<file path="src/rtl/mux_rr_sched.sv">
// Purpose : round-robin scheduler driving the select of a registered 4:1 channel mux,
//           with a programmable dwell per grant and a valid/channel tag aligned to the mux output.
// Latency : a request seen at edge k is granted after edge k; out_valid/out_ch lag busy/sel by one cycle.
// Backpressure: none. A grant runs until its dwell expires or its request drops. Lowering enable only
//           blocks new grants and never preempts the grant in progress.
// Ports   : clk, rst (async, active-high); enable; req[3:0]; dwell[DWELL_W-1:0] ->
//           sel[1:0], gnt[3:0] (one-hot), busy, out_valid, out_ch[1:0].
module mux_rr_sched #(
    parameter int DWELL_W = 4
) (
    input  logic               clk,
    input  logic               rst,
    input  logic               enable,
    input  logic [3:0]         req,
    input  logic [DWELL_W-1:0] dwell,
    output logic [1:0]         sel,
    output logic [3:0]         gnt,
    output logic               busy,
    output logic               out_valid,
    output logic [1:0]         out_ch
);

    typedef enum logic {IDLE, HOLD} state_t;

    state_t             state, state_nxt;
    logic [DWELL_W-1:0] cnt, cnt_nxt;
    logic [1:0]         last, last_nxt;
    logic [1:0]         sel_nxt;
    logic [1:0]         winner;
    logic               found;
    logic [1:0]         cand;
    logic               can_grant;
    logic               release_now;
    logic               grant;

    // Search last+1, last+2, last+3, then last. The channel just served is
    // the final candidate, so it is re-granted only when no other channel asks.
    always_comb begin
        winner = last;
        found  = 1'b0;
        cand   = '0;
        for (int i = 1; i <= 4; i++) begin
            cand = last + 2'(i);
            if (!found && req[cand]) begin
                winner = cand;
                found  = 1'b1;
            end
        end
    end

    assign can_grant   = enable && (req != 4'b0000);
    // Release on dwell expiry or on an early drop of the served request.
    assign release_now = (cnt == '0) || !req[sel];

    // State and datapath registers
    always_ff @(posedge clk or posedge rst) begin
        if (rst) begin
            state     <= IDLE;
            sel       <= 2'd0;
            cnt       <= '0;
            last      <= 2'd3;
            out_valid <= 1'b0;
            out_ch    <= 2'd0;
        end else begin
            state     <= state_nxt;
            sel       <= sel_nxt;
            cnt       <= cnt_nxt;
            last      <= last_nxt;
            // Mirror the mux's own output flop so the tag matches the data on out.
            out_valid <= busy;
            out_ch    <= sel;
        end
    end

    // Next-state logic
    always_comb begin
        state_nxt = state;
        cnt_nxt   = cnt;
        sel_nxt   = sel;
        last_nxt  = last;
        grant     = 1'b0;
        case (state)
            IDLE: begin
                if (can_grant) grant = 1'b1;
            end
            HOLD: begin
                if (release_now) begin
                    if (can_grant) grant = 1'b1;
                    else           state_nxt = IDLE;
                end else begin
                    cnt_nxt = cnt - DWELL_W'(1);
                end
            end
            default: state_nxt = IDLE;
        endcase
        // A grant at release time chains straight into the next HOLD with no idle cycle.
        if (grant) begin
            state_nxt = HOLD;
            sel_nxt   = winner;
            last_nxt  = winner;
            // A dwell of 0 behaves like 1; the counter holds remaining cycles minus one.
            cnt_nxt   = (dwell == '0) ? '0 : dwell - DWELL_W'(1);
        end
    end

    // Outputs
    always_comb begin
        busy = (state == HOLD);
        gnt  = busy ? (4'b0001 << sel) : 4'b0000;
    end

endmodule
</file>
<file path="config.mk">
export PLATFORM = sky130hd
export DESIGN_NAME = mux_rr_sched
export DESIGN_NICKNAME = d
export VERILOG_FILES = /design/src/rtl/mux_rr_sched.sv
export SDC_FILE = /design/constraint.sdc
export NUM_CORES = 1
export LEC_CHECK = 0
export CAP_MARGIN = 20
export CORE_AREA = 5 5 54 46
export DETAILED_ROUTE_END_ITERATION = 7
export DIE_AREA = 0 0 59 51
export PLACE_DENSITY_LB_ADDON = 0.05
export SYNTH_ARGS = -nofsm -noshare
export SYNTH_HDL_FRONTEND = slang
export SYNTH_SLANG_ARGS = --single-unit
</file>
<file path="constraint.sdc">
create_clock -name clk -period 2 [get_ports clk]
set_input_delay 0.3 -clock clk [delete_from_list [all_inputs] [get_ports clk]]
set_output_delay 0.3 -clock clk [all_outputs]
set_load 0.05 [all_outputs]
</file>
==> reports/results.tsv <==
metric	value	unit
status	complete, no violations	
multi-input logic area	407.9	sq um
reg2reg start	cnt[0]$_DFFE_PP0P_	
Die Ht	51	um
Primary FF master, synth	dfrtp_1	
worst-path fanout max	7	
CP bufs+invs	1	
FF/Latch Area	304.0	sq um
setup TNS	0	ps
Ys Warns	0	
syn_nets	85	
clock tree buffer depth	2	
Hold Fails Final Rpt	0	
Post-synth ARST share	100.0	%
layout cells sized above 1	31.19	%
io pins	21	
Starting Density	39.08	%
f_max	0.5205	GHz
Post-synth EDFFs	0	
Core Rows	14	
Clock Sinks	12	
WL/cell	12.75	um
Port-buffer cells	20	
Detail Placement HPWL	1401	um
FF-to-FF End	cnt[2]$_DFFE_PP0P_	
DRC	0	
Post-layout nets	122	
Final ANT Viol Nets	0	
Initial DRC Count	14	
H-tree depth	1	
vias per inst	5.083	
Max Cap Violations	0	
count leader, synth	dfrtp_1	
kind of cell adding the most delay to the critical path	buffers and inverters	
Root Driver	clkbuf_4	
routability cong.	0.7139	
sequential element share of the synthesized area	41.72	%
first-pass GRT wire length	3077	um
# diodes	0	
Worst-Margin Slew	494.5	ps
CP Launch Type	flop	
GRT Util Overall	13.48	%
main area contributors after synthesis	dfrtp_1 (34%), dfstp_2 (7.2%), nor2_1 (4.7%)	
leakage	0.4583	nW
Clk Latency, worst-skew pair	270	ps
minimum clock period	1921	ps
slowest stage delay, CP	850	ps
synthesized flop and latch total	12	
Synth area leader	dfrtp_1	
largest net degree at the start of global routing	13	
Syn Area/Cell	9.941	sq um
R2R depth	6	
area share of the largest cell type after synthesis	34.48	%
Initial DRT Pass Iterations	4	
DP Area	0.001040	sq mm
flop-to-flop setup slack	130	ps
FILL cells	176	
CP Cell Sequence	clkdlybuf4s50_1	
Worst Skew	1.500	ps
Cells after Synth	73	
Worst Path Required	1700	ps
final setup vio count	0	
Worst-path clk slew	70	ps
CORE AREA	0.001857	sq mm
initial antenna violation count	0	
Slew HR	66.93	%
layout overhead on the synthesized area	48.62	%
CTS tree	yes	
critical path type	flop to output pin	
Die ar.	0.003009	sq mm
peak supply drop	828.4	uV
Setup Buffers After CTS	0	
critical path arrival	1620	ps
DR vias	676	
TritonCTS buffer count	3	
Post-Route WL	1696	um
RSZ-0062 raised after global routing	false	
critical path endpoint category	output pin	
synth cell count leaders	dfrtp_1 (10), nor2_1 (9), nand2_1 (8), inv_1 (6)	
Synth Cell Area	725.7	sq um
Max Slew Vio Count	0	
Tot Pwr	1.676	mW
Die Wd	59	um
Layout Utilization	58.09	%
grt total ovfl	0	
pwr/cell area	1554	mW/mm^2
crit path max-delay cell type	clkdlybuf4s50_1	
number of distinct library cells after synthesis	27	
vias in the first global route	664	
final critical-path share of the clock period	96.07	%
HP Class	primary input to async pin	
Finished Cell Area	0.001079	sq mm
[metrics by stage]
step	instances	worst slack (ps)	hold slack, ps
after global routing	133	8.261	377.1
final	133	78.66	331.6
after floorplan	73	44.61	163.2
after global placement	129	-14.39	484.8
after detailed placement	129	-63.04	487.1
after CTS	133	5.480	334.6
[area by class of cell]
type	instances	area share, %
multi-input cells	55	37.82
flip-flops and latches	12	28.19
repair buffers	32	25.75
clock buffers	4	3.364
well taps	24	2.784
inverters	6	2.088
[registers in the layout, indices dropped and copies added, names as in the netlist]
| signal | flops |
|---|---|
| cnt | 4 |
| sel | 2 |
| out_valid | 1 |
| busy | 1 |
| out_ch | 2 |
| last | 2 |
[metal layers]
layer  track usage, %  up-vias  wire length (um)
li1                 -      338                 -
met1            18.63      308               807
met2            19.85       26               727
met3            2.015        4               128
met4            7.925        0                33
met5                0        -                 0
[what timing repair did]
action	in CTS	in global routing
endpoints found under the setup margin	0	2
gates resized for setup	0	1
hold buffers	0	0
[worst max-delay path by stage]
stage,end,startpoint,slack (ps),cells past startpoint
final,sel[1],sel[1]$_DFFE_PP0N_,80,1
after global routing,sel[1],sel[1]$_DFFE_PP0N_,8,1
after CTS,cnt[2]$_DFFE_PP0P_,cnt[0]$_DFFE_PP0P_,5,6
after detailed placement,cnt[2]$_DFFE_PP0P_,req[0],-60,5
after global placement,cnt[2]$_DFFE_PP0P_,req[0],-10,5
after floorplan,cnt[2]$_DFFE_PP0P_,sel[0]$_DFFE_PP0N_,40,4
[placed cells by master, fill, tap and decap left out, types with 4 or more instances in the layout]
cell | synthesis | final
buf_4 | 0 | 17
nor2_1 | 9 | 9
inv_1 | 6 | 6
o21ai_0 | 4 | 4
clkdlybuf4s50_1 | 0 | 15
a21oi_1 | 4 | 4
nand2b_1 | 4 | 4
dfrtp_1 | 10 | 9
o211ai_1 | 4 | 4
nand2_1 | 8 | 8
[cell families after synthesis]
group	after synthesis	share of synthesized area, %
flip-flops	12	41.72
AO/OA/AOI/OAI	17	18.97
adder cells (fa/ha/maj)	1	1.724
AND/OR/NAND/NOR	34	27.93
multiplexers	3	6.551
buffers and inverters	6	3.103
[power by group]
group	total (mW)	internal (mW)	switching, mW
sequential	0.515	0.377	0.138
combinational	0.969	0.393	0.577
clock	0.191	0.111	0.0807
total	1.68	0.880	0.796
Note: power is estimated with default switching activity, not from simulation.
